$ cat config.mk
export PLATFORM = sky130hd
export DESIGN_NAME = spixel_draw_arbiter_flat
export DESIGN_NICKNAME = d
export VERILOG_FILES = /design/src/rtl/spixel_draw_arbiter_if.sv /design/src/rtl/spixel_draw_arbiter.sv /design/src/flat_wrapper.sv
export SDC_FILE = /design/constraint.sdc
export NUM_CORES = 1
export LEC_CHECK = 0
export BUFFER_PORTS_ARGS = -buffer_cell sky130_fd_sc_hd__buf_2
export CORE_AREA = 2 2 80 82
export DETAILED_ROUTE_END_ITERATION = 8
export DIE_AREA = 0 0 82 84
export PLACE_DENSITY = 0.78
export REMOVE_ABC_BUFFERS = 1
export SLEW_MARGIN = 20
export SYNTH_ARGS = -nofsm -noshare
export SYNTH_HDL_FRONTEND = slang
export SYNTH_SLANG_ARGS = --single-unit
export TNS_END_PERCENT = 20
$ cat constraint.sdc
create_clock -name clk -period 7.22 [get_ports clk]
set_input_delay 0.361 -clock clk [delete_from_list [all_inputs] [get_ports clk]]
set_output_delay 0.361 -clock clk [all_outputs]
set_load 0.1 [all_outputs]
$ cat src/rtl/spixel_draw_arbiter_if.sv
// Request/draw bundle between requesters, arbiter and draw_superpixel.
// master: game logic + engine side; slave: the arbiter.
interface spixel_draw_arbiter_if #(
   parameter int NUM_REQ        = 3,
   parameter int SPIXEL_X_WIDTH = 5,
   parameter int SPIXEL_Y_WIDTH = 5,
   parameter int COLOR_ID_WIDTH = 8
);
   localparam int GRANT_WIDTH =
      (NUM_REQ > 1) ? $clog2(NUM_REQ) : 1;

   logic [NUM_REQ-1:0]                req_vld;
   logic [NUM_REQ*SPIXEL_X_WIDTH-1:0] req_x;
   logic [NUM_REQ*SPIXEL_Y_WIDTH-1:0] req_y;
   logic [NUM_REQ*COLOR_ID_WIDTH-1:0] req_color;
   logic [NUM_REQ-1:0]                req_ack;
   logic                              req_err;
   logic [SPIXEL_X_WIDTH-1:0]         ox;
   logic [SPIXEL_Y_WIDTH-1:0]         oy;
   logic [COLOR_ID_WIDTH-1:0]         odata;
   logic                              odata_vld;
   logic                              idone;
   logic                              busy;
   logic [GRANT_WIDTH-1:0]            grant_id;

   modport master (
      output req_vld,
      output req_x,
      output req_y,
      output req_color,
      output idone,
      input  req_ack,
      input  req_err,
      input  ox,
      input  oy,
      input  odata,
      input  odata_vld,
      input  busy,
      input  grant_id
   );

   modport slave (
      input  req_vld,
      input  req_x,
      input  req_y,
      input  req_color,
      input  idone,
      output req_ack,
      output req_err,
      output ox,
      output oy,
      output odata,
      output odata_vld,
      output busy,
      output grant_id
   );
endinterface

$ cat src/rtl/spixel_draw_arbiter.sv
// Round-robin arbiter sharing one draw_superpixel engine.
// Ports: clk, rst (async high), bus (slave: requests in, draw/ack out).
module spixel_draw_arbiter #(
   parameter int NUM_REQ        = 3,
   parameter int SPIXEL_X_WIDTH = 5,
   parameter int SPIXEL_Y_WIDTH = 5,
   parameter int COLOR_ID_WIDTH = 8,
   parameter int TIMEOUT_WIDTH  = 10,
   parameter logic [TIMEOUT_WIDTH-1:0] TIMEOUT_MAX = 10'd1023
) (
   input logic                 clk,
   input logic                 rst,
   spixel_draw_arbiter_if.slave bus
);
   localparam int GW =
      (NUM_REQ > 1) ? $clog2(NUM_REQ) : 1;
   localparam logic [NUM_REQ-1:0] ONE = 1;

   typedef enum logic [1:0] {
      IDLE,
      ISSUE,
      WAIT,
      DONE
   } state_t;

   state_t                     state;
   logic [GW-1:0]              ptr;
   logic [GW-1:0]              gid;
   logic [TIMEOUT_WIDTH-1:0]   cnt;
   logic [TIMEOUT_WIDTH:0]     cnt_inc;
   logic                       timeout;
   logic                       pick_vld;
   logic [GW-1:0]              pick_id;
   logic [GW-1:0]              idx;
   logic [GW-1:0]              ptr_nxt;
   logic [SPIXEL_X_WIDTH-1:0]  ox_q;
   logic [SPIXEL_Y_WIDTH-1:0]  oy_q;
   logic [COLOR_ID_WIDTH-1:0]  odata_q;
   logic                       vld_q;
   logic [NUM_REQ-1:0]         ack_q;
   logic                       err_q;
   logic                       busy_q;

   function automatic logic [GW-1:0] wrap_add(
      input logic [GW-1:0] base,
      input int            k
   );
      int s;
      s = int'(base) + k;
      if (s >= NUM_REQ) s = s - NUM_REQ;
      return GW'(s);
   endfunction

   // Scan from the highest offset down so the
   // lowest offset from ptr is the one that sticks.
   always_comb begin
      pick_vld = 1'b0;
      pick_id  = '0;
      idx      = '0;
      for (int k = NUM_REQ - 1; k >= 0; k--) begin
         idx = wrap_add(ptr, k);
         if (bus.req_vld[idx]) begin
            pick_vld = 1'b1;
            pick_id  = idx;
         end
      end
   end

   assign ptr_nxt = (gid == GW'(NUM_REQ - 1))
                  ? '0 : gid + 1'b1;

   // cnt_inc counts the current WAIT cycle, so the
   // give-up happens on WAIT cycle TIMEOUT_MAX.
   assign cnt_inc = {1'b0, cnt} + 1'b1;
   assign timeout = cnt_inc >= {1'b0, TIMEOUT_MAX};

   always_ff @(posedge clk or posedge rst) begin
      if (rst) begin
         state   <= IDLE;
         ptr     <= '0;
         gid     <= '0;
         cnt     <= '0;
         ox_q    <= '0;
         oy_q    <= '0;
         odata_q <= '0;
         vld_q   <= 1'b0;
         ack_q   <= '0;
         err_q   <= 1'b0;
         busy_q  <= 1'b0;
      end else begin
         vld_q <= 1'b0;
         ack_q <= '0;
         err_q <= 1'b0;
         unique case (state)
            IDLE: begin
               if (pick_vld) begin
                  gid     <= pick_id;
                  ox_q    <= bus.req_x[pick_id*SPIXEL_X_WIDTH
                                       +: SPIXEL_X_WIDTH];
                  oy_q    <= bus.req_y[pick_id*SPIXEL_Y_WIDTH
                                       +: SPIXEL_Y_WIDTH];
                  odata_q <= bus.req_color[pick_id*COLOR_ID_WIDTH
                                           +: COLOR_ID_WIDTH];
                  vld_q   <= 1'b1;
                  busy_q  <= 1'b1;
                  state   <= ISSUE;
               end
            end
            ISSUE: begin
               cnt   <= '0;
               state <= WAIT;
            end
            WAIT: begin
               if (bus.idone) begin
                  ack_q <= ONE << gid;
                  err_q <= 1'b0;
                  state <= DONE;
               end else if (timeout) begin
                  ack_q <= ONE << gid;
                  err_q <= 1'b1;
                  state <= DONE;
               end else begin
                  cnt <= cnt_inc[TIMEOUT_WIDTH-1:0];
               end
            end
            DONE: begin
               ptr    <= ptr_nxt;
               busy_q <= 1'b0;
               state  <= IDLE;
            end
         endcase
      end
   end

   assign bus.ox        = ox_q;
   assign bus.oy        = oy_q;
   assign bus.odata     = odata_q;
   assign bus.odata_vld = vld_q;
   assign bus.req_ack   = ack_q;
   assign bus.req_err   = err_q;
   assign bus.busy      = busy_q;
   assign bus.grant_id  = gid;
endmodule

$ cat src/flat_wrapper.sv
// flat-port wrapper written by rule: the top's interface ports become plain ports
module spixel_draw_arbiter_flat 
#(
   parameter int NUM_REQ        = 3,
   parameter int SPIXEL_X_WIDTH = 5,
   parameter int SPIXEL_Y_WIDTH = 5,
   parameter int COLOR_ID_WIDTH = 8,
   parameter int TIMEOUT_WIDTH  = 10,
   parameter logic [TIMEOUT_WIDTH-1:0] TIMEOUT_MAX = 10'd1023
)
  (clk, rst, bus_req_vld, bus_req_x, bus_req_y, bus_req_color, bus_idone, bus_req_ack, bus_req_err, bus_ox, bus_oy, bus_odata, bus_odata_vld, bus_busy, bus_grant_id);
  spixel_draw_arbiter_if #(.NUM_REQ(NUM_REQ), .SPIXEL_X_WIDTH(SPIXEL_X_WIDTH), .SPIXEL_Y_WIDTH(SPIXEL_Y_WIDTH), .COLOR_ID_WIDTH(COLOR_ID_WIDTH)) bus_i ();
  input logic clk;
  input logic rst;
  input wire logic [$bits(bus_i.req_vld)-1:0] bus_req_vld;
  input wire logic [$bits(bus_i.req_x)-1:0] bus_req_x;
  input wire logic [$bits(bus_i.req_y)-1:0] bus_req_y;
  input wire logic [$bits(bus_i.req_color)-1:0] bus_req_color;
  input wire logic [$bits(bus_i.idone)-1:0] bus_idone;
  output wire logic [$bits(bus_i.req_ack)-1:0] bus_req_ack;
  output wire logic [$bits(bus_i.req_err)-1:0] bus_req_err;
  output wire logic [$bits(bus_i.ox)-1:0] bus_ox;
  output wire logic [$bits(bus_i.oy)-1:0] bus_oy;
  output wire logic [$bits(bus_i.odata)-1:0] bus_odata;
  output wire logic [$bits(bus_i.odata_vld)-1:0] bus_odata_vld;
  output wire logic [$bits(bus_i.busy)-1:0] bus_busy;
  output wire logic [$bits(bus_i.grant_id)-1:0] bus_grant_id;
  assign bus_i.req_vld = bus_req_vld;
  assign bus_i.req_x = bus_req_x;
  assign bus_i.req_y = bus_req_y;
  assign bus_i.req_color = bus_req_color;
  assign bus_i.idone = bus_idone;
  assign bus_req_ack = bus_i.req_ack;
  assign bus_req_err = bus_i.req_err;
  assign bus_ox = bus_i.ox;
  assign bus_oy = bus_i.oy;
  assign bus_odata = bus_i.odata;
  assign bus_odata_vld = bus_i.odata_vld;
  assign bus_busy = bus_i.busy;
  assign bus_grant_id = bus_i.grant_id;
  spixel_draw_arbiter #(.NUM_REQ(NUM_REQ), .SPIXEL_X_WIDTH(SPIXEL_X_WIDTH), .SPIXEL_Y_WIDTH(SPIXEL_Y_WIDTH), .COLOR_ID_WIDTH(COLOR_ID_WIDTH), .TIMEOUT_WIDTH(TIMEOUT_WIDTH), .TIMEOUT_MAX(TIMEOUT_MAX)) u_core (.clk(clk), .rst(rst), .bus(bus_i));
endmodule
==> impl.org, run 1 <==
** Status
- Outcome :: finished, final reports clean

** STA
- For the pin with the worst max-slew slack, the measured transition is 1.071 ns.
- Slew Limit Fails :: 0
- Worst hold slack :: 0.1647 ns
- Total of endpoints with negative setup slack in the final report :: 0
- Worst-case clock skew :: 0.009724 ns
- Relative slew margins :: 28.62%
- RSZ-0062 raised after global routing :: no
- Based on the critical path, the design can be clocked at up to 357.8 MHz.
- In the final timing run, aggregate negative setup slack is 0 ns.
- The worst path uses 38.71% of the clock period.
- Number of failing hold endpoints at the final stage :: 0
- After layout, the worst setup slack is 4.425 ns.
- The routed design could run at a clock period as short as 2.795 ns.

** Synthesis
- Synthesis instantiated 41 different standard cells from the library.
- The cell area that synthesis handed to floorplanning was 2351 sq um.
- The synthesized design contains 40 register bits.
- During synthesis, Yosys emitted a total of 0 warnings.
- Post-synth EDFFs :: 0
- FFs w/ async S/R, synth :: 100.0%
- Ys flop type :: sky130_fd_sc_hd__dfrtp_1
- Gate Count Post-Synth :: 242
- Of the synthesized area, sequential elements account for 42.58%.
- A synthesized cell averages 9.715 sq um.

** Drt
- After detailed routing, the number of vias per cell comes to 5.112.
- DRT Wirelength :: 4.841 mm
- Pre-antenna DRT Iters :: 4
- Remaining DRCs :: 0
- Post-DR wirelength/cell :: 12.04 um
- Number of design-rule violations left by the first detailed-router iteration :: 54
- Count of antenna-violating nets left after detailed routing :: 0
- The final route contains 2,055 vias.

** Power and ir drop
- Leak :: 1.522 nW
- The worst-case IR drop observed on VDD is 0.3704 mV.
- In this run the power density over the cells is 484.1 nW/um^2.

** Layout
- The number of antenna diodes in the final layout is 0.
- Sequential cell area :: 1001 sq um
- Summing all multi-input logic gate instances after layout gives 1257 sq um.
- Finished layout cell area :: 2914 sq um
- Compared with the post-synthesis result, the final layout area differs by 23.95%.
- Most common cell after layout, fill and taps aside :: sky130_fd_sc_hd__buf_2
- Most frequent cells in the layout :: 85 x sky130_fd_sc_hd__buf_2, 40 x sky130_fd_sc_hd__dfrtp_1, 32 x sky130_fd_sc_hd__nand2_1
- Final design utilization :: 47.80%
- After filler insertion, the fill cell instance count of the layout stands at 574.
- Final net count :: 394
- Cells with a size suffix above 1 make up 37.54% of the layout.

** Clocking
- Longest Clk Path Bufs :: 2
- Worst-Skew Late Latency :: 0.29 ns
- Number of buffers added by the clock tree synthesis step :: 5
- Post-CTS Setup Inserts :: 0
- TritonCTS built the clock tree.
- Clock-pin slew on the worst setup and hold paths :: 0.08 ns
- The tree is rooted in a sky130_fd_sc_hd__clkbuf_8.
- H-Tree Level Count :: 2
- Post-CTS repair changed the size of 0 cells.
- In this run, post-CTS hold repair placed 0 buffers.
- The clock drives 40 sinks.

** Floorplanning
- The floorplan has 29 rows.
- Once the floorplan was initialized, standard cells occupied 38.57% of the core.
- Floorplan die height :: 84 um
- 86 I/O pins were placed.
- Die Wd :: 82 um
- Area of the die :: 6888 sq um
- The core region is 6096 sq um.

** Global route
- Global routing finished with a remaining overflow of 0.
- The number of global-route vias before repair was 1,922.
- Antenna violations before repair :: 0
- Pin count of the biggest net entering global routing :: 43
- Global routing used 15.05% of the available tracks.
- The first global-routing pass estimated 8.252 mm of wire.

** Placed design
- During placement, the flow inserted port buffers numbering 85.
- OpenSTA, run right after detailed placement, puts the worst setup slack at 4.353 ns.
- HPWL after DPL :: 3.735 mm
- Once placement finished, the instance area stood at 2833 sq um.
- Placer congestion estimate :: 0.8533

** Worst setup path
- Startpoint Class :: flop
- At the worst endpoint, the required time is 7.37 ns.
- Minimum setup slack among reg-to-reg paths :: 4.43 ns
- The most critical setup path has its endpoint at u_core.bus.ox[3].
- Measured in cells, the most critical reg-to-reg path has a length of 7.
- Reg2Reg Launch Point :: u_core.ptr[0]
- The worst register-to-register path ends at u_core.bus.ox[3].
- Of all nets on the critical path, the largest fanout is 19.
- STA classifies the critical path endpoint as a flop.
- Beginning of the critical path :: u_core.ptr[0]
- Endpoint arrival time on the critical path :: 2.94 ns
- Critical path class :: reg2reg

** Flow run
- Max-cap violations in this run came to 0.

** Worst hold path
- The tightest min-delay check is of the in2async type.
[power breakdown]
| group | internal, mW | switching [mW] |
|---|---|---|
| logic | 0.217 | 0.691 |
| registers | 0.306 | 0.0541 |
| clock network | 0.0654 | 0.0766 |
| total | 0.589 | 0.822 |
[synthesized netlist by cell type, types with 2 or more instances]
cell                        number  area [sq um]
sky130_fd_sc_hd__dfrtp_1        40          1001
sky130_fd_sc_hd__nand2_1        32         120.1
sky130_fd_sc_hd__o21ai_0        28         140.1
sky130_fd_sc_hd__mux2i_1        19         190.2
sky130_fd_sc_hd__mux2_2         18         202.7
sky130_fd_sc_hd__inv_1          10         37.54
sky130_fd_sc_hd__ha_1            9         112.6
sky130_fd_sc_hd__nor2_1          9         33.78
sky130_fd_sc_hd__nor3_1          9         45.04
sky130_fd_sc_hd__nand3_1         8         40.04
sky130_fd_sc_hd__clkbuf_1        6         22.52
sky130_fd_sc_hd__a21oi_1         5         25.02
sky130_fd_sc_hd__a211o_1         4         35.03
sky130_fd_sc_hd__nand4_1         4         25.02
sky130_fd_sc_hd__nand2b_1        3         18.77
sky130_fd_sc_hd__o211ai_1        3         22.52
sky130_fd_sc_hd__o2bb2ai_1       3         26.28
sky130_fd_sc_hd__and2_1          2         12.51
sky130_fd_sc_hd__buf_2           2         10.01
sky130_fd_sc_hd__buf_4           2         15.01
sky130_fd_sc_hd__nor3b_1         2         15.01
sky130_fd_sc_hd__o21bai_1        2         15.01
sky130_fd_sc_hd__or2_2           2         12.51
sky130_fd_sc_hd__or2b_1          2         15.01
sky130_fd_sc_hd__or3_1           2         12.51
[critical path, stage by stage, from the launching register on]
cell and delay, ns:
sky130_fd_sc_hd__dfrtp_1 0.35, sky130_fd_sc_hd__inv_1 0.05, sky130_fd_sc_hd__ha_1 0.37, sky130_fd_sc_hd__maj3_1 0.37
sky130_fd_sc_hd__o221ai_2 0.84, sky130_fd_sc_hd__mux2_2 0.43, sky130_fd_sc_hd__mux2i_1 0.14, sky130_fd_sc_hd__o21ai_0 0.09
[kinds of logic after synthesis]
| logic type | Yosys count | synth area share [%] |
|---|---|---|
| xor+xnor | 1 | 0.3726 |
| simple gates | 79 | 16.07 |
| mux | 38 | 17.19 |
| flops | 40 | 42.58 |
| compound gates | 53 | 14.48 |
| fa+ha+maj | 10 | 5.216 |
| buf+inv | 21 | 4.098 |
[worst min path at each step]
stage,end,cells after the start
floorplan,u_core.cnt[7],1
global placement,u_core.bus.oy[0],2
detailed placement,u_core.bus.odata[3],2
CTS,u_core.cnt[2],3
global route,u_core.bus.ox[0],3
finish,u_core.bus.odata_vld,3
[flip-flops by register name, indices dropped and copies added, names as in the netlist]
register              cells
u_core.bus.req_err        1
u_core.bus.odata          8
u_core.bus.ox             5
u_core.bus.grant_id       2
u_core.bus.odata_vld      1
u_core.bus.busy           1
u_core.state              2
u_core.bus.oy             5
u_core.bus.req_ack        3
u_core.ptr                2
u_core.cnt               10
[per-layer routing]
metal  GRT usage (%)  part of all wire (%)  wire length [um]
met5               0                     0                 0
met4           4.091                   1.5                71
met3           4.762                   8.2               399
met2           24.39                    47              2283
met1           19.15                    43              2087
[stage by stage]
| step | power, mW | cells |
|---|---|---|
| 2_1_floorplan | 1.116 | 231 |
| 3_3_place_gp | 1.263 | 395 |
| 3_5_place_dp | 1.282 | 395 |
| 4_1_cts | 1.425 | 402 |
| 5_1_grt | 1.504 | 402 |
| 6_report | 1.411 | 402 |
[area by class of cell]
cell class	instances	area share [%]
Sequential cell	40	34.35
Tap cell	77	3.306
Timing Repair Buffer	87	15.11
Inverter	10	1.288
Clock buffer	5	2.362
Clock inverter	2	0.4294
Multi-Input combinational cell	181	43.15
No activity file was read; power rests on OpenSTA's default activity.
==> run 2, diff against run 1 <==
--- a/config.mk
+++ b/config.mk
@@ -5,11 +5,12 @@
 export SDC_FILE = /design/constraint.sdc
 export NUM_CORES = 1
 export LEC_CHECK = 0
+export ABC_AREA = 1
 export BUFFER_PORTS_ARGS = -buffer_cell sky130_fd_sc_hd__buf_2
-export CORE_AREA = 2 2 80 82
+export CORE_AREA = 2 2 84 86
 export DETAILED_ROUTE_END_ITERATION = 8
-export DIE_AREA = 0 0 82 84
-export PLACE_DENSITY = 0.78
+export DIE_AREA = 0 0 86 88
+export PLACE_DENSITY = 0.76
 export REMOVE_ABC_BUFFERS = 1
 export SLEW_MARGIN = 20
 export SYNTH_ARGS = -nofsm -noshare
==> constraint.sdc (replaced) <==
create_clock -name clk -period 2.89 [get_ports clk]
set_input_delay 0.1445 -clock clk [delete_from_list [all_inputs] [get_ports clk]]
set_output_delay 0.1445 -clock clk [all_outputs]
set_load 0.1 [all_outputs]
==> run 2 against run 1 <==
  * Clock skew grew 0.0032 ns
  * Highest routed layer unchanged
  * Hold slack worse by 0.12 ns
  * Cell count is 30% higher
==> impl.org, run 2 <==
** Drt
- DRT Wirelength :: 6.958 mm (was 4.841 mm)
- Routed via count :: 2,646 (was 2,055)
- The residual DRC count is 0 (unchanged).
- Number of design-rule violations left by the first detailed-router iteration :: 121 (was 54)
- Pre-antenna DRT Iters :: 4 (unchanged)
- The post-detailed-route wirelength per cell was 13.36 um (was 12.04 um).
- Avg Vias per Cell :: 5.079 (was 5.112)
- Count of antenna-violating nets left after detailed routing :: 0 (unchanged)

** Placed design
- HPWL after DPL :: 5.260 mm (was 3.735 mm)
- The final RePlAce weighted congestion came to 0.9156 (was 0.8533).
- The cell count after placement came to 512 (was 395).
- IO Port Bufs :: 85 (unchanged)

** Synthesis
- The most frequently used cell type in the post-synthesis netlist is sky130_fd_sc_hd__nand2_1 (was sky130_fd_sc_hd__dfrtp_1).
- The most used flip-flop cell after synthesis is sky130_fd_sc_hd__dfrtp_1 (unchanged).
- Warnings, synthesis :: 0 (unchanged)
- The portion of the post-synthesis area used by sequential elements is 38.83% (was 42.58%).
- Netlist Area Pre-Place :: 2577 sq um (was 2351 sq um)
- Multiplexer area fraction after synthesis :: 0% (was 17.19%)
- The post-synthesis instance total came to 358 (was 242).
- The synthesized-area fraction occupied by ao, oa, aoi and oai cells came to 8.932% (was 14.48%).
- The number of unique standard cell types used by synthesis was 23 (was 41).
- The post-synthesis share of cell area spent on and, or, nand and nor gates came to 37.33% (was 16.07%).
- Most area-consuming cells after synthesis :: sky130_fd_sc_hd__dfrtp_1 39%, sky130_fd_sc_hd__nand2_1 12%, sky130_fd_sc_hd__nand3_1 10% (was sky130_fd_sc_hd__dfrtp_1 43%, sky130_fd_sc_hd__mux2_2 8.6%, sky130_fd_sc_hd__mux2i_1 8.1%)
- The post-synthesis share of cell area spent on full adders, half adders and majority gates came to 4.369% (was 5.216%).
- The number of enable-type register cells in the synthesized netlist is 0 (unchanged).
- Post-synthesis average cell area :: 7.200 sq um (was 9.715 sq um)
- The cell type contributing the most total cell area after synthesis is sky130_fd_sc_hd__dfrtp_1 (unchanged).
- Most used standard cells in the synthesized netlist :: 79 x sky130_fd_sc_hd__nand2_1, 54 x sky130_fd_sc_hd__nand3_1, 42 x sky130_fd_sc_hd__inv_1 (was 40 x sky130_fd_sc_hd__dfrtp_1, 32 x sky130_fd_sc_hd__nand2_1, 28 x sky130_fd_sc_hd__o21ai_0)
- The main combinational cell family by area after synthesis is simple AND/OR/NAND/NOR gates (was multiplexers).
- Area share of xor/xnor cells in the synthesized design :: 0% (was 0.3725%)
- The portion of synthesized cell area occupied by the leading cell type came to 38.83% (was 42.58%).
- The proportion of synthesized flip-flops having asynchronous set or reset was 100.0% (unchanged).
- The number of synthesized register bits was 40 (unchanged).

** Clocking
- Clock-pin slew on the worst setup and hold paths :: 0.08 ns (about the same)
- Clock tree root buffer cell :: sky130_fd_sc_hd__clkbuf_8 (unchanged)
- Worst-Skew Late Latency :: 0.30 ns (was 0.29 ns)
- Post-CTS Setup Inserts :: 0 (unchanged)
- The CTS tree is built (unchanged).
- The clock sink count was 40 (unchanged).
- H-Tree Level Count :: 2 (unchanged)
- Longest Clk Path Bufs :: 2 (unchanged)
- CTS resizes :: 0 (unchanged)
- Number of buffers added by the clock tree synthesis step :: 5 (unchanged)

** Worst setup path
- The most numerous cell type found on the critical path is sky130_fd_sc_hd__nand2_1.
- Endpoint arrival time on the critical path :: 2.51 ns (was 2.94 ns)
- Critical Path Fanout Max :: 20 (was 19)
- Number of buffers and inverters on the critical path :: 2 (was 1)
- The critical path startpoint category is a flop (unchanged).
- Master of the slowest instance on the critical path :: sky130_fd_sc_hd__nand2_1 (was sky130_fd_sc_hd__o221ai_2)
- Family with the most delay on the worst path :: simple AND/OR/NAND/NOR gates (was compound AO/OA/AOI/OAI gates)
- The reg2reg setup slack is 0.56 ns (was 4.43 ns).
- Crit path capture type :: flop (unchanged)
- Critical path class :: reg2reg (unchanged)
- Delay of the slowest critical-path stage :: 0.51 ns (was 0.84 ns)
- Critical path, cell by cell: inv_1 > ha_1 > nand2_1 > o21ai_0 > nor2_1 > o21ai_1 > buf_4 > nand2_1 > nand2_1 > nand3_1 > nand3_1 (was inv_1 > ha_1 > maj3_1 > o221ai_2 > mux2_2 > mux2i_1 > o21ai_0).
- The worst path required time was 3.08 ns (was 7.37 ns).

** Layout
- The final cell utilization of the core was 47.40% (was 47.80%).
- The leading cell type in the layout, fill and taps excluded was sky130_fd_sc_hd__buf_2 (unchanged).
- The flip-flop count of the largest register, all copies and words added came to 10 (unchanged).
- The fraction of final layout cells with drive strength greater than 1 came to 25.62% (was 37.54%).
- Reg with most FFs :: u_core.cnt (unchanged)
- Area growth from synthesis to final layout :: 22.18% (was 23.95%)
- Layout Cells excl Fill :: 521 (was 402)
- The count of nets after finishing is 509 (was 394).
- Most frequent cells in the layout: 85 x sky130_fd_sc_hd__buf_2, 79 x sky130_fd_sc_hd__nand2_1, 54 x sky130_fd_sc_hd__nand3_1 (was 85 x sky130_fd_sc_hd__buf_2, 40 x sky130_fd_sc_hd__dfrtp_1, 32 x sky130_fd_sc_hd__nand2_1).
- Antenna fix cells :: 0 (unchanged)

** STA
- Total of endpoints with negative setup slack in the final report :: 0 (unchanged)
- The period utilization came to 80.51% (was 38.71%).
- FMAX :: 429.8 MHz (was 357.8 MHz)
- The final worst clock skew came to 0.01293 ns (was 0.009724 ns).
- Worst Tran Pin Value :: 0.6582 ns (was 1.071 ns)
- The summed negative setup slack over all endpoints came to 0 ns (unchanged).
- Relative slew margins :: 56.01% (was 28.62%)
- Slew Limit Fails :: 0 (unchanged)
- Worst hold slack :: 0.04843 ns (was 0.1647 ns)
- Number of failing hold endpoints at the final stage :: 0 (unchanged)
- Final Critical Period :: 2.327 ns (was 2.795 ns)
- RSZ-0062 raised after global routing: no (unchanged).

** Status
- Outcome: finished, final reports clean (unchanged).

** Global route
- Gr ovfl total :: 0 (unchanged)
- Via count of the first global-routing pass :: 2,509 (was 1,922)
- Pin count of the biggest net entering global routing :: 41 (was 43)
- The global-route usage over all layers came to 18.90% (was 15.05%).
- The initial antenna violation count is 0 (unchanged).
- The wire length of the first global-routing pass is 11.39 mm (was 8.252 mm).

** Floorplanning
- The height of the die was 88 um (was 84 um).
- The site row count came to 30 (was 29).
- The floorplan die width is 86 um (was 82 um).
- Top-Level Pins :: 86 (unchanged)
- Area of the die :: 7568 sq um (was 6888 sq um)
- The area inside the core boundary is 6644 sq um (was 6096 sq um).
- Starting density of the core :: 38.79% (was 38.57%)

** Flow run
- The number of maximum-capacitance violations came to 0 (unchanged).

** Worst hold path
- Hold Crit Class :: in2reg (was in2async)
==> run 2: routing by layer <==
metal | routed length (um) | share of wire, % | vias to the layer above | GRT usage [%]
li1 | - | - | 1316 | -
met1 | 2950 | 42 | 1217 | 23.53
met2 | 3441 | 49 | 100 | 32.49
met3 | 478 | 6.9 | 13 | 4.618
met4 | 87 | 1.3 | 0 | 5.772
met5 | 0 | 0 | - | 0
==> run 2: metrics by stage <==
step,setup slack [ns],area [sq um]
after floorplan,0.4079,2475
after global placement,0.6868,3045
after detailed placement,0.6007,3045
after CTS,0.5781,3149
after global routing,0.3115,3149
final,0.5633,3149
==> run 2: layout make-up <==
type	count	area [sq um]
Clock buffer	7	86.33
Clock inverter	1	7.507
Fill cell	662	3495
Inverter	45	168.9
Multi-Input combinational cell	256	1305
Sequential cell	40	1001
Tap cell	80	100.1
Timing Repair Buffer	92	480.5
==> run 2: worst paths after layout <==
check	startpoint	end	cells after the start
max	u_core.ptr[1]	u_core.bus.ox[0]	11
max in group asynchronous	rst	u_core.state[0]	4
max reg2reg	u_core.ptr[1]	u_core.bus.ox[0]	11
min	bus_idone	u_core.bus.req_err	2
min reg2reg	u_core.bus.oy[4]	u_core.bus.oy[4]	2
min in group asynchronous	rst	u_core.cnt[4]	4
==> run 2: cell families after synthesis <==
kind of cell,after synthesis
AND/OR/NAND/NOR,203
adder cells (fa/ha/maj),9
buffers and inverters,62
AO/OA/AOI/OAI,44
flip-flops,40
==> run 2: repair_timing <==
action                     4_1_cts  5_1_grt
hold buffers                     1        0
hold endpoints to repair        40        0
setup endpoints to repair        0        0
Power of run 2 is not shown: default switching activity piles up to over one toggle a cycle in this logic, so the estimate is an artifact.
